## config.mk

```make
export PLATFORM = sky130hd
export DESIGN_NAME = ppu_scroll_v_unit
export DESIGN_NICKNAME = d
export VERILOG_FILES = /design/src/rtl/ppu_scroll_v_unit.sv
export SDC_FILE = /design/constraint.sdc
export NUM_CORES = 1
export LEC_CHECK = 0
export BUFFER_PORTS_ARGS = -buffer_cell sky130_fd_sc_hd__buf_2
export CAP_MARGIN = 20
export CORE_MARGIN = 2
export CORE_UTILIZATION = 51
export CTS_CLUSTER_DIAMETER = 150
export DETAILED_ROUTE_END_ITERATION = 10
export PLACE_DENSITY = 0.81
export SETUP_SLACK_MARGIN = 0.05
export SLEW_MARGIN = 20
export SYNTH_ARGS = -nofsm -noshare
export SYNTH_HDL_FRONTEND = slang
export SYNTH_SLANG_ARGS = --single-unit
```

## constraint.sdc

```tcl
create_clock -name i_clk -period 2.5 [get_ports i_clk]
set_input_delay 0.625 -clock i_clk [delete_from_list [all_inputs] [get_ports i_clk]]
set_output_delay 0.625 -clock i_clk [all_outputs]
set_load 0.05 [all_outputs]
```

## src/rtl/ppu_scroll_v_unit.sv

```systemverilog
// Registered PPU "loopy" v-address update unit.
// Applies render increments and copies, CPU loads and CPU $2007 increments.
module ppu_scroll_v_unit #(
  parameter int COARSE_X_BITS = 5,
  parameter int COARSE_Y_BITS = 5,
  parameter int FINE_Y_BITS   = 3,
  parameter int COARSE_Y_LAST = 29,
  localparam int W = COARSE_X_BITS + COARSE_Y_BITS + 2 + FINE_Y_BITS
) (
  input  logic         i_clk,
  input  logic         i_reset_n,
  input  logic [W-1:0] i_t,
  input  logic         i_load,
  input  logic [W-1:0] i_load_value,
  input  logic         i_inc_x,
  input  logic         i_inc_y,
  input  logic         i_copy_h,
  input  logic         i_copy_v,
  input  logic         i_inc_addr,
  input  logic         i_inc_32,
  output logic [W-1:0] o_v,
  output logic         o_wrap_x,
  output logic         o_wrap_y
);

  localparam int CY_LO = COARSE_X_BITS;
  localparam int NTX   = COARSE_X_BITS + COARSE_Y_BITS;
  localparam int NTY   = NTX + 1;
  localparam int FY_LO = NTY + 1;

  localparam logic [COARSE_Y_BITS-1:0] CY_LAST = COARSE_Y_LAST[COARSE_Y_BITS-1:0];
  localparam logic [W-1:0] STEP_1  = W'(1);
  localparam logic [W-1:0] STEP_32 = W'(1) << COARSE_X_BITS;

  logic [COARSE_X_BITS-1:0] cx, cx_n;
  logic [COARSE_Y_BITS-1:0] cy, cy_n;
  logic [FINE_Y_BITS-1:0]   fy, fy_n;
  logic                     ntx, ntx_n, nty, nty_n;
  logic [W-1:0]             v_next;
  logic                     wrap_x_n, wrap_y_n;
  logic                     render;

  assign cx  = o_v[COARSE_X_BITS-1:0];
  assign cy  = o_v[NTX-1:CY_LO];
  assign ntx = o_v[NTX];
  assign nty = o_v[NTY];
  assign fy  = o_v[W-1:FY_LO];

  assign render = i_inc_x | i_inc_y | i_copy_h | i_copy_v;

  // Horizontal and vertical fields are updated independently so that
  // several render ops in one cycle compose; copies beat increments.
  always_comb begin
    cx_n     = cx;
    ntx_n    = ntx;
    cy_n     = cy;
    nty_n    = nty;
    fy_n     = fy;
    wrap_x_n = 1'b0;
    wrap_y_n = 1'b0;
    v_next   = o_v;

    if (i_copy_h) begin
      cx_n  = i_t[COARSE_X_BITS-1:0];
      ntx_n = i_t[NTX];
    end else if (i_inc_x) begin
      if (&cx) begin
        cx_n     = '0;
        ntx_n    = ~ntx;
        wrap_x_n = 1'b1;
      end else begin
        cx_n = cx + COARSE_X_BITS'(1);
      end
    end

    if (i_copy_v) begin
      cy_n  = i_t[NTX-1:CY_LO];
      nty_n = i_t[NTY];
      fy_n  = i_t[W-1:FY_LO];
    end else if (i_inc_y) begin
      if (!(&fy)) begin
        fy_n = fy + FINE_Y_BITS'(1);
      end else begin
        fy_n = '0;
        if (cy == CY_LAST) begin
          cy_n     = '0;
          nty_n    = ~nty;
          wrap_y_n = 1'b1;
        end else if (&cy) begin
          cy_n = '0;
        end else begin
          cy_n = cy + COARSE_Y_BITS'(1);
        end
      end
    end

    if (i_load) begin
      v_next   = i_load_value;
      wrap_x_n = 1'b0;
      wrap_y_n = 1'b0;
    end else if (render) begin
      v_next = {fy_n, nty_n, ntx_n, cy_n, cx_n};
    end else if (i_inc_addr) begin
      v_next = o_v + (i_inc_32 ? STEP_32 : STEP_1);
    end
  end

  always_ff @(posedge i_clk or negedge i_reset_n) begin
    if (!i_reset_n) begin
      o_v      <= '0;
      o_wrap_x <= 1'b0;
      o_wrap_y <= 1'b0;
    end else begin
      o_v      <= v_next;
      o_wrap_x <= wrap_x_n;
      o_wrap_y <= wrap_y_n;
    end
  end

endmodule

```

==> results of run 1 <==
==> report_power, final <==
group	switching, mW	internal (mW)
logic	0.284	0.158
clock network	0.0965	0.0622
registers	0.0709	0.308
==> per-stage QoR <==
stage          worst slack [ns]  area [µm²]  cells  hold WS (ns)
2_1_floorplan            0.3810        1649    209        0.3294
3_3_place_gp             0.3155        1949    299        0.5535
3_5_place_dp             0.3016        1949    299        0.5564
4_1_cts                  0.4686        1976    303        0.2524
5_1_grt                  0.2968        1976    303        0.2582
6_report                 0.4794        1976    303        0.2312
==> layer usage <==
layer	part of all wire (%)	wire length [µm]	vias up
met5	0	0	-
met4	1.0	46	0
met3	5.5	253	5
met2	48	2182	61
met1	46	2092	853
li1	-	-	896
==> worst paths after layout <==
check | endpoint | cells past startpoint
max in group asynchronous | o_v[7]$_DFFE_PN0P_ | 1
min in group i_clk | o_v[5]$_DFFE_PN0P_ | 3
max reg2reg | o_v[5]$_DFFE_PN0P_ | 6
min reg2reg | o_v[14]$_DFFE_PN0P_ | 1
min | o_v[2]$_DFFE_PN0P_ | 1
max | o_v[5]$_DFFE_PN0P_ | 6
==> flip-flops by register name (all words and copies together), names as in the netlist <==
register  cells
o_v          15
o_wrap_x      1
o_wrap_y      1
==> placed cells by master (no fill, tap or decap), types with 2 or more instances in the layout <==
master	instances
nor3_1	14
a211oi_1	4
nor4_1	2
and3_1	2
xnor2_1	4
nand3_1	8
clkbuf_4	3
mux2i_1	2
o31ai_1	9
a221oi_1	4
a22oi_1	2
buf_2	55
o21ai_0	9
a21oi_1	13
or2_2	2
a31oi_1	5
a2111oi_0	2
ha_1	10
inv_1	4
o21bai_1	2
dfrtp_1	17
o41ai_1	2
nor2_1	25
nand2_1	17
a211o_1	2
buf_4	8
nand4_1	2
a221o_1	2
nor2b_1	2
a311oi_1	4
xor2_1	5
nand2b_1	2
==> logic make-up (layout without fill, tap and decap cells) <==
| kind of cell | Yosys count | after routing | share of synthesized area, % |
|---|---|---|---|
| buffers and inverters | 22 | 72 | 6.600 |
| adder cells (fa/ha/maj) | 10 | 10 | 7.587 |
| AO/OA/AOI/OAI | 67 | 67 | 29.21 |
| XOR/XNOR | 9 | 9 | 4.780 |
| AND/OR/NAND/NOR | 82 | 82 | 24.81 |
| flip-flops | 17 | 17 | 25.80 |
| multiplexers | 2 | 2 | 1.214 |
==> area by class of cell <==
type	count	share of cell area, %
clock buffers	4	1.330
repair buffers	63	16.97
well taps	44	2.787
inverters	5	0.9500
flip-flops and latches	17	21.53
multi-input cells	170	56.43
==> flow_summary.yaml, run 1 <==
cells_and_area:
  nets: 309
  fin_util_pct: 64.71
  syn2layout_area_growth_pct: 19.80
  regArea_um2: 425.4
  layout-drive-gt1-share_pct: 28.57
  nFillCells: 292
  multiInputGateArea_mm2: 0.001115
  antenna_cells: 0
die:
  die_w_um: 60.87
  initial_core_util_pct: 54.02
  boundaryPins: 56
  rows: 20
  core_area_mm2: 0.003053
  die_area_mm2: 0.003705
  die_h_um: 60.87
logic_synthesis:
  synth.most_common_cell: "nor2_1"
  avgSynthCellArea_um2: 7.890
  synth-main-ff-cell: "dfrtp_1"
  yosysTopAreaCell: "dfrtp_1"
  ys_ff_latch: 17
  netlist.area_leader.share_pct: 25.80
  synth_commonest_cells: "nor2_1, dfrtp_1, nand2_1, nor3_1, a21oi_1"
  syn_inst: 209
  ys_seq_area_share_pct: 25.80
  yosysWarnings: 0
  syn_nets: 258
  syn-cell-area_mm2: 0.001649
  async_flop_share_pct: 100.0
  synth.distinct_cells: 47
  synth_edf_count: 0
  synth.area.top_cells: "dfrtp_1, ha_1, nor2_1, nor3_1, o31ai_1"
cts:
  cts-root-buf: "clkbuf_4"
  cts.repair.resized: 0
  htreeDepth: 1
  cts_tree: "done"
  cts.sinks: 17
  cts_buffers: 3
  clk_latency_ns: 0.30
  cts_hold_buf: 0
  clock_path_buffers: 2
  path_clk_slew_ns: 0.12
  postCtsSetupBuffers: 0
routing:
  ant_nets: 0
  avgRoutedWirePerCell_um: 15.10
  firstDrtPassIters: 4
  first_iter_violations: 83
  wirelength_um: 4575
  drc_errors: 0
  vias_per_cell: 5.990
  routed-via-count: 1815
critical_path:
  startpoint: "o_v[12]$_DFFE_PN0P_"
  path_buf_inv: 0
  r2r_start: "o_v[12]$_DFFE_PN0P_"
  cp_slowest_cell: "nor3_2"
  crit_required_ns: 2.72
  reg2reg_slack_ns: 0.48
  startpoint_type: "register"
  worstPathCellList: "ha_1 > ha_1 > and2_1 > nor3_2 > a211oi_1 > a221oi_1"
  crit_family: "simple AND/OR/NAND/NOR gates"
  end_kind: "register"
  max_stage_delay_ns: 0.49
  critical_path_class: "reg2reg"
  crit_arrival_ns: 2.24
  crit_top_cell: "ha_1"
  crit_fanout: 10
global_routing:
  antenna_found_initial: 0
  grt_max_degree: 22
  gr-usage-met2_pct: 43.47
  grt_pass1_vias: 1593
  grt-busiest-layer: "met2"
  grt_pass1_wl_um: 7376
  grtUsageMet1_pct: 37.04
  grt_usage_pct: 26.49
  gr-usage-met3_pct: 3.198
  gr-total-overflow: 0
timing:
  min_period_ns: 2.021
  rsz0062_at_grt: "false"
  period_share_pct: 80.82
  hold_viol: 0
  setup_viol: 0
  tns_ns: 0
  tightestPinTransition_ns: 0.6066
  clock_skew_ns: 0.01485
  fmax_mhz: 494.9
  relSlewSlack_pct: 59.25
  maxSlewViolCount: 0
power:
  p_leak_nw: 0.8825
  peakVddDrop_v: 0.0003425
  total_power_mw: 0.9795
  powerDensity_mw_per_mm2: 495.8
flow_run:
  cap_violations: 0
worst_hold_path:
  hold_path_class: "in2async"
place:
  gp_congestion: 0.8662
  port_buffers: 55
  detailed_place_hpwl_um: 3485
run_status:
  status: "complete, no violations"
Power figures use the tool's default switching activity.
==> inputs of run 2 (changes only) <==
clock period = 2.1 ns   (was 2.5 ns; I/O delays follow)
==> flow_summary.yaml, run 2 (synthesized netlist as in run 1, its figures left out) <==
cells_and_area:
  regArea_um2: 429.2
  top_register: "o_v"
  nFillCells: 292
  layout_common_cells: "buf_2, nor2_1, nand2_1"
  nets: 316
  final_area_mm2: 0.002063
  layout_commonest_cell: "buf_2"
  antenna_cells: 0
  largest_reg_flops: 15
  multiInputGateArea_mm2: 0.001121
  fin_util_pct: 67.58
  syn2layout_area_growth_pct: 25.11
  largestRegisters: "o_v (15), o_wrap_x (1), o_wrap_y (1)"
  layout-drive-gt1-share_pct: 31.58
timing:
  fmax_mhz: 520.6
  setup_viol: 0
  relSlewSlack_pct: 68.83
  rsz0062_at_grt: "true"
  tightestPinTransition_ns: 0.4667
  maxSlewViolCount: 0
  min_period_ns: 1.921
  clock_skew_ns: 0.006746
  tns_ns: 0
  hold_viol: 0
  period_share_pct: 91.47
  whs_ns: 0.1333
power:
  clkPwrFrac_pct: 16.4
  switchingPower_mw: 0.5441
  p_leak_nw: 0.9223
  peakVddDrop_v: 0.0003503
  p_int_mw: 0.6414
  seqPwrFrac_pct: 38.0
  p_sw_share_pct: 45.89
  pwr-share-comb_pct: 45.7
  powerDensity_mw_per_mm2: 574.6
critical_path:
  cp.depth: 6
  worstPathCellList: "ha_1 > and3_1 > ha_1 > o41ai_1 > a21oi_1 > o31ai_1"
  critical_path_class: "reg2reg"
  path_buf_inv: 0
  crit_arrival_ns: 2.13
  startpoint_type: "register"
  crit_required_ns: 2.31
  cp_slowest_cell: "dfrtp_2"
  end_kind: "register"
  rr_worst_depth: 6
  crit_fanout: 11
  crit_top_cell: "ha_1"
  max_stage_delay_ns: 0.51
  crit_family: "compound AO/OA/AOI/OAI gates"
global_routing:
  grt_pass1_wl_um: 7659
  gr-total-overflow: 0
  grt_max_degree: 19
  antenna_found_initial: 0
  grt_pass1_vias: 1762
  grt_usage_pct: 27.21
routing:
  first_iter_violations: 107
  firstDrtPassIters: 4
  drc_errors: 0
  avgRoutedWirePerCell_um: 14.83
  wirelength_um: 4596
  routed-via-count: 1837
  vias_per_cell: 5.926
  ant_nets: 0
cts:
  cts_tree: "done"
  cts_buffers: 3
  cts.sinks: 17
  clock_path_buffers: 2
  cts-root-buf: "clkbuf_4"
  path_clk_slew_ns: 0.12
  clk_latency_ns: 0.30
  htreeDepth: 1
  postCtsSetupBuffers: 0
worst_hold_path:
  hold_path_class: "in2async"
place:
  detailed_place_hpwl_um: 3551
  port_buffers: 55
  place_area_mm2: 0.002029
  gp_congestion: 0.8773
flow_run:
  cap_violations: 0
die:
  die_area_mm2: 0.003705
  boundaryPins: 56
  core_area_mm2: 0.003053
  die_h_um: 60.87
  die_w_um: 60.87
  initial_core_util_pct: 54.02
  rows: 20
run_status:
  status: "complete, no violations"
run 2: cell count changes in the layout (fill, tap and decap cells not counted):
cell     before  now
buf_12        0    2
buf_4         8   13
dfrtp_1      17   14
dfrtp_2       0    3
nor3_2        1    0
nor3_4        0    1
run 2: worst paths after layout:
kind	from	to	slack [ns]
worst max-delay path	o_v[6]$_DFFE_PN0P_	o_v[7]$_DFFE_PN0P_	0.18
worst min-delay path	i_reset_n	o_v[1]$_DFFE_PN0P_	0.13
worst max register to register	o_v[6]$_DFFE_PN0P_	o_v[7]$_DFFE_PN0P_	0.18
worst min register to register	o_v[14]$_DFFE_PN0P_	o_v[14]$_DFFE_PN0P_	0.59
max in group asynchronous	i_reset_n	o_v[6]$_DFFE_PN0P_	1.66
min in group i_clk	i_load_value[10]	o_v[10]$_DFFE_PN0P_	0.47
run 2: power by group through the flow:
stage	clock network, mW	logic (mW)	registers [mW]
floorplan	0	0.275	0.558
global placement	0	0.528	0.455
detailed placement	0	0.536	0.455
CTS	0.197	0.539	0.448
global route	0.206	0.590	0.459
finish	0.194	0.542	0.450
run 2: cell type report:
cell class | instances | area share, %
inverters | 5 | 0.9096
well taps | 44 | 2.668
clock buffers | 4 | 1.273
flip-flops and latches | 17 | 20.80
repair buffers | 70 | 20.01
multi-input cells | 170 | 54.34
run 2: worst reg2reg max path: cells and delay by family (launching register included):
kind            cells  cell delay, ns
simple gates        1            0.19
flops               1            0.51
compound gates      3            0.70
fa+ha+maj           2            0.43
run 2: routing by layer:
metal	vias to the layer above	track usage [%]	share of wire (%)
met5	-	0	0
met4	0	7.453	1.0
met1	862	36.30	44
met2	62	46.39	50
li1	907	-	-
met3	6	3.412	5.3
run 2: what timing repair did:
action                     4_1_cts  5_1_grt
setup endpoints to repair        0        5
hold buffers                     0        0
gates resized for setup          0        2
run 2: per-stage QoR:
stage               cells  setup slack, ns  total power, mW
global route          310          0.04162            1.255
detailed placement    306          0.03157           0.9911
floorplan             209         0.004052           0.8329
global placement      306          0.07325           0.9825
finish                310           0.1791            1.186
CTS                   310          0.08537            1.184
